### config.mk
export PLATFORM = sky130hd
export DESIGN_NAME = mem_access
export DESIGN_NICKNAME = d
export VERILOG_FILES = /design/src/rtl/mem_access.sv
export SDC_FILE = /design/constraint.sdc
export NUM_CORES = 1
export LEC_CHECK = 0
export ABC_AREA = 1
export ABC_CLOCK_PERIOD_IN_PS = 1800
export CAP_MARGIN = 10
export CELL_PAD_IN_SITES_DETAIL_PLACEMENT = 1
export CELL_PAD_IN_SITES_GLOBAL_PLACEMENT = 2
export CORE_ASPECT_RATIO = 1.5
export CORE_UTILIZATION = 22
export CTS_CLUSTER_DIAMETER = 100
export DETAILED_ROUTE_END_ITERATION = 10
export GPL_TIMING_DRIVEN = 0
export PLACE_DENSITY = 0.75
export SETUP_SLACK_MARGIN = 0.02
export SYNTH_ARGS = -nofsm -noshare
export SYNTH_HDL_FRONTEND = slang
export SYNTH_SLANG_ARGS = --single-unit
export TNS_END_PERCENT = 50
### constraint.sdc
create_clock -name clk -period 1.8 [get_ports clk]
set_input_delay 0.36 -clock clk [delete_from_list [all_inputs] [get_ports clk]]
set_output_delay 0.36 -clock clk [all_outputs]
set_load 0.02 [all_outputs]
### src/rtl/mem_access.sv
// mem_access: data-memory stage of the five-stage MIPS pipeline.
// Issues one request/ready transaction per load or store, aligns and
// extends load data, stalls upstream while the access is outstanding and
// registers the write-back bundle.
// Ports:
//   clk, rst (sync, active-low), flush        - clock, reset, instruction kill
//   pc, exe_data, busB                        - PC, effective address/ALU result, store data
//   memReadEn, memWriteEn, load_sign          - lane masks and load extension mode
//   mem_to_reg, reg_wen, reg_num              - write-back control
//   stall_out                                 - combinational upstream hold
//   dmem_req/wr/addr/be/wdata, dmem_ready/rdata - data-memory port
//   wb_data, wb_reg_wen, wb_reg_num, wb_pc    - registered write-back bundle
//   addr_error_out, bad_vaddr_out             - AdEL/AdES report
module mem_access (
  input  logic        clk,
  input  logic        rst,
  input  logic        flush,
  input  logic [31:0] pc,
  input  logic [31:0] exe_data,
  input  logic [31:0] busB,
  input  logic [3:0]  memReadEn,
  input  logic [3:0]  memWriteEn,
  input  logic        load_sign,
  input  logic        mem_to_reg,
  input  logic        reg_wen,
  input  logic [4:0]  reg_num,
  output logic        stall_out,
  output logic        dmem_req,
  output logic        dmem_wr,
  output logic [31:0] dmem_addr,
  output logic [3:0]  dmem_be,
  output logic [31:0] dmem_wdata,
  input  logic        dmem_ready,
  input  logic [31:0] dmem_rdata,
  output logic [31:0] wb_data,
  output logic        wb_reg_wen,
  output logic [4:0]  wb_reg_num,
  output logic [31:0] wb_pc,
  output logic        addr_error_out,
  output logic [31:0] bad_vaddr_out
);

  localparam int unsigned DW = 32;
  localparam int unsigned NB = 4;
  localparam int unsigned RW = 5;

  typedef enum logic [1:0] {S_IDLE, S_BUSY, S_DONE} state_e;

  state_e          state_q, state_d;
  logic            req_q, req_d;
  logic            wr_q, wr_d;
  logic [DW-1:0]   addr_q, addr_d;
  logic [NB-1:0]   be_q, be_d;
  logic [DW-1:0]   wdata_q, wdata_d;
  logic [1:0]      off_q, off_d;
  logic            sign_q, sign_d;
  logic [DW-1:0]   lbuf_q, lbuf_d;
  logic            killed_q, killed_d;
  logic [DW-1:0]   wb_data_q, wb_data_d;
  logic            wb_wen_q, wb_wen_d;
  logic [RW-1:0]   wb_num_q, wb_num_d;
  logic [DW-1:0]   wb_pc_q, wb_pc_d;
  logic            aerr_q, aerr_d;
  logic [DW-1:0]   badv_q, badv_d;

  logic            misaligned;
  logic            pending;
  logic [NB-1:0]   lane_mask;
  logic [DW-1:0]   store_data;
  logic [DW-1:0]   rd_shifted;
  logic [DW-1:0]   load_ext;

  // Alignment / legality of the lane mask against the low address bits
  always_comb begin
    misaligned = 1'b0;
    lane_mask  = memReadEn | memWriteEn;
    if ((memReadEn != '0) && (memWriteEn != '0)) begin
      misaligned = 1'b1;
    end else begin
      case (lane_mask)
        4'b0000: misaligned = 1'b0;
        4'b0001, 4'b0010, 4'b0100, 4'b1000:
          misaligned = (lane_mask != (4'b0001 << exe_data[1:0]));
        4'b0011, 4'b1100:
          misaligned = exe_data[0] | (lane_mask != (exe_data[1] ? 4'b1100 : 4'b0011));
        4'b1111: misaligned = (exe_data[1:0] != 2'b00);
        default: misaligned = 1'b1;
      endcase
    end
  end

  assign pending = (lane_mask != '0) & ~flush & ~misaligned;

  // Replicate the store operand across every lane it may land in
  always_comb begin
    case (memWriteEn)
      4'b0001, 4'b0010, 4'b0100, 4'b1000: store_data = {4{busB[7:0]}};
      4'b0011, 4'b1100:                   store_data = {2{busB[15:0]}};
      default:                            store_data = busB;
    endcase
  end

  // Load alignment uses the offset and size captured at issue time
  assign rd_shifted = dmem_rdata >> {off_q, 3'b000};

  always_comb begin
    case (be_q)
      4'b0001, 4'b0010, 4'b0100, 4'b1000:
        load_ext = sign_q ? {{24{rd_shifted[7]}}, rd_shifted[7:0]}
                          : {24'h000000, rd_shifted[7:0]};
      4'b0011, 4'b1100:
        load_ext = sign_q ? {{16{rd_shifted[15]}}, rd_shifted[15:0]}
                          : {16'h0000, rd_shifted[15:0]};
      default: load_ext = rd_shifted;
    endcase
  end

  // State register and all registered outputs
  always_ff @(posedge clk) begin
    if (!rst) begin
      state_q   <= S_IDLE;
      req_q     <= 1'b0;
      wr_q      <= 1'b0;
      addr_q    <= '0;
      be_q      <= '0;
      wdata_q   <= '0;
      off_q     <= '0;
      sign_q    <= 1'b0;
      lbuf_q    <= '0;
      killed_q  <= 1'b0;
      wb_data_q <= '0;
      wb_wen_q  <= 1'b0;
      wb_num_q  <= '0;
      wb_pc_q   <= '0;
      aerr_q    <= 1'b0;
      badv_q    <= '0;
    end else begin
      state_q   <= state_d;
      req_q     <= req_d;
      wr_q      <= wr_d;
      addr_q    <= addr_d;
      be_q      <= be_d;
      wdata_q   <= wdata_d;
      off_q     <= off_d;
      sign_q    <= sign_d;
      lbuf_q    <= lbuf_d;
      killed_q  <= killed_d;
      wb_data_q <= wb_data_d;
      wb_wen_q  <= wb_wen_d;
      wb_num_q  <= wb_num_d;
      wb_pc_q   <= wb_pc_d;
      aerr_q    <= aerr_d;
      badv_q    <= badv_d;
    end
  end

  // Next-state, bus and write-back logic
  always_comb begin
    state_d   = state_q;
    req_d     = req_q;
    wr_d      = wr_q;
    addr_d    = addr_q;
    be_d      = be_q;
    wdata_d   = wdata_q;
    off_d     = off_q;
    sign_d    = sign_q;
    lbuf_d    = lbuf_q;
    killed_d  = killed_q;
    wb_data_d = wb_data_q;
    wb_wen_d  = wb_wen_q;
    wb_num_d  = wb_num_q;
    wb_pc_d   = wb_pc_q;
    aerr_d    = 1'b0;
    badv_d    = badv_q;
    stall_out = 1'b0;

    case (state_q)
      S_IDLE: begin
        if (pending) begin
          stall_out = 1'b1;
          req_d     = 1'b1;
          wr_d      = (memWriteEn != '0);
          addr_d    = {exe_data[31:2], 2'b00};
          be_d      = (memWriteEn != '0) ? memWriteEn : memReadEn;
          wdata_d   = store_data;
          off_d     = exe_data[1:0];
          sign_d    = load_sign;
          wb_wen_d  = 1'b0;
          state_d   = S_BUSY;
        end else begin
          wb_data_d = exe_data;
          wb_wen_d  = reg_wen & ~flush & ~misaligned;
          wb_num_d  = reg_num;
          wb_pc_d   = pc;
          // A flushed instruction raises no address exception
          if (misaligned && !flush) begin
            aerr_d = 1'b1;
            badv_d = exe_data;
          end
        end
      end
      S_BUSY: begin
        stall_out = 1'b1;
        wb_wen_d  = 1'b0;
        // The bus cycle cannot be aborted; remember the kill for DONE
        if (flush) killed_d = 1'b1;
        if (dmem_ready) begin
          req_d   = 1'b0;
          lbuf_d  = load_ext;
          state_d = S_DONE;
        end
      end
      S_DONE: begin
        wb_data_d = mem_to_reg ? lbuf_q : exe_data;
        wb_wen_d  = reg_wen & ~killed_q & ~flush;
        wb_num_d  = reg_num;
        wb_pc_d   = pc;
        killed_d  = 1'b0;
        state_d   = S_IDLE;
      end
      default: state_d = S_IDLE;
    endcase
  end

  assign dmem_req       = req_q;
  assign dmem_wr        = wr_q;
  assign dmem_addr      = addr_q;
  assign dmem_be        = be_q;
  assign dmem_wdata     = wdata_q;
  assign wb_data        = wb_data_q;
  assign wb_reg_wen     = wb_wen_q;
  assign wb_reg_num     = wb_num_q;
  assign wb_pc          = wb_pc_q;
  assign addr_error_out = aerr_q;
  assign bad_vaddr_out  = badv_q;

endmodule
==> run metrics <==
CP max FO=4; top post-synthesis cells by area=dfxtp_1 45%, nor2_1 13%, nand2_1 10%; Die Ht=255 um; Post-DP HPWL=34.0 mm; I/O pin count=322; Yosys top cell area share=44.5%; Leakage=6.65 nW; Area Growth Syn to Fin=53.6%; area leader, netlist=dfxtp_1; layout net count=1840; Num Clock Sinks=209; Final Cell Area=14400 um2; Clock Skew=0.0190 ns; All-Layer GR Usage=19.9%; crit path kind=register to output pin; Hold Buf Count CTS=0; number of flops mapped to enable cells by yosys=0; WL met2=24.0 mm; Initial Util=22.3%; synth unique cells=27; sequential area share after synthesis=44.5%; final worst setup slack=-0.147 ns; Metal-1 WL=16.8 mm; top cells by count, synth=324 x nor2_1, 252 x nand2_1, 209 x dfxtp_1; worst-margin pin slew=0.919 ns; CTS Buf Count=25; GP Congestion=0.852; outcome=finished, violations left; DIE WIDTH=171 um; Vias/cell=4.54; clock latency on the worst-skew pair=0.55 ns; root buf cell=clkbuf_16; Final Hold Viols=0; full die area=43600 um2; arrival time at the worst endpoint=1.59 ns; critical path launch point=state_q[0]; fraction of layout cells with a size suffix above 1=12.9%; Design Power=11.9 mW; global route overflow=0; top_reg_cell synth=dfxtp_1; Reg clk slew, reported paths=0.06 ns; Max-slew headroom=38.7%; async set-reset flop share out of synthesis=0%; WL met3=1.90 mm; top routing layer in use=met5; failing checks=negative setup slack; Synthesis Warnings=0; Final Setup Violations=1; clk buf depth=3; WL/cell=19.4 um; reg2reg path depth=8; HP Class=input port to register; Fmax achieved=0.514 GHz; Util after Layout=34.3%; Startpoint Class=register; worst r2r dst=bad_vaddr_out[28]; Mapped Cells=1323; DR DRC count=0; Max Cap Viol=0; Starting DRT DRC Count=436; post-route clock period utilization=108%; DRT antenna net count=0; core area=42100 um2; Syn Area/Cell=7.10 um2; worst reg2reg startpoint=state_q[0]; Yosys reg bits=209; fin. max-slew vios=0; routed vias=10.3k; WL final=44.0 mm; crit end category=output pin; H-tree depth=1; pre-CTS WS=-1.67 ns; Critical Path RT=1.44 ns; Mapped Area=9400 um2; # port buffers=317; peak supply drop=550 uV; fin crit period=1.95 ns; Detailed Routing Iterations Pass 1=4; unrepaired setup endpoints after global routing=true; largest net degree at the start of global routing=14; Sum Neg Setup Slack=-0.147 ns; CP Capture Point=stall_out; P per Cell Area=824 nW/um2; first-pass GRT wire length=64.6 mm; initial antenna violation count=6; Placed Instance Area=13300 um2; row cnt=92; FF-to-FF setup slack=0.04 ns; most frequent cell after synthesis=nor2_1; clock tree from TritonCTS=yes; vias in the first global route=10.6k
-- critical path: stages, from the launching register on --
cell	delay (ns)
dfxtp_4	0.37
inv_4	0.06
ha_4	0.17
nand4_4	0.12
buf_8	0.15
nand2_4	0.04
buf_6	0.12
-- through the flow --
stage,std cells,hold slack [ns]
2_1_floorplan,1324,0.455
3_3_place_gp,2205,0.443
3_5_place_dp,2205,0.450
4_1_cts,2263,0.150
5_1_grt,2273,0.178
6_report,2273,0.175
-- registers in the layout, summed over array words and instances, names as in the netlist, 2 cells and up --
name and flops:
bad_vaddr_out 32, lbuf_q 32, state_q 2, dmem_be 4, off_q 2, wb_pc 32
wb_reg_num 5, dmem_wdata 32, dmem_addr 30, wb_data 32
-- timing repair --
| action | in CTS | in global routing |
|---|---|---|
| setup endpoints to repair | 379 | 168 |
| gates cloned | 0 | 0 |
| setup buffers | 16 | 5 |
| resized for setup | 325 | 72 |
| pin swaps | 22 | 21 |
-- final cells by class --
| class | count | area [um2] |
|---|---|---|
| repair buffers | 338 | 3120 |
| diodes | 5 | 12.5 |
| well taps | 564 | 706 |
| fillers | 5169 | 27700 |
| flip-flops and latches | 209 | 4190 |
| inverters | 60 | 236 |
| multi-input cells | 961 | 4840 |
| clock inverters | 6 | 95.1 |
| plain buffers | 93 | 527 |
| clock buffers | 37 | 711 |
-- routing by layer --
layer  global-route usage [%]  vias to the layer above
met3                     2.95                       64
met2                     38.7                      252
met1                     21.3                     4951
met4                     6.95                        2
li1                         -                     5047
met5                        0                        -
-- worst min-delay path by stage --
stage	start	to	slack (ns)	depth (start not counted)
5_1_grt	exe_data[1]	bad_vaddr_out[1]	0.18	3
3_5_place_dp	dmem_req	dmem_req	0.45	2
2_1_floorplan	sign_q	sign_q	0.46	2
3_3_place_gp	dmem_req	dmem_req	0.44	2
4_1_cts	exe_data[1]	bad_vaddr_out[1]	0.15	3
6_report	exe_data[1]	bad_vaddr_out[1]	0.18	3
-- cells by family after synthesis --
kind of cell               after synthesis  synth area share (%)
and+or+nand+nor                        699                  31.5
AOI/OAI and AO/OA                      226                  13.1
DFF                                    209                  44.5
buffers and inverters                  154                  6.76
muxes                                   30                  3.59
adders and majority gates                4                 0.533
other                                    1                0.0399
-- cell usage in the layout (no fill, tap or decap), drive strengths merged --
cell	Yosys	routed
mux2	30	30
clkinv	1	3
diode	0	5
nor3	4	4
conb	1	2
buf	35	70
o21ai	104	104
nand2	252	252
nor2	324	324
inv	59	60
a31oi	23	23
clkbuf	59	91
dlygate4sd2	0	172
bufinv	0	2
nand3b	69	69
o31ai	7	7
clkinvlp	0	1
nand4	3	3
dfxtp	209	209
o22ai	3	3
clkdlybuf4s50	0	135
a21oi	72	72
ha	4	4
nand3	47	47
o211ai	16	16
a211oi	1	1
-- power by group --
group	switching, mW	internal, mW	total [mW]
Sequential	0.0935	4.81	4.91
Combinational	1.08	0.801	1.89
Clock	2.09	3.02	5.11
Total	3.27	8.63	11.9
No activity file was read; power rests on OpenSTA's default activity.
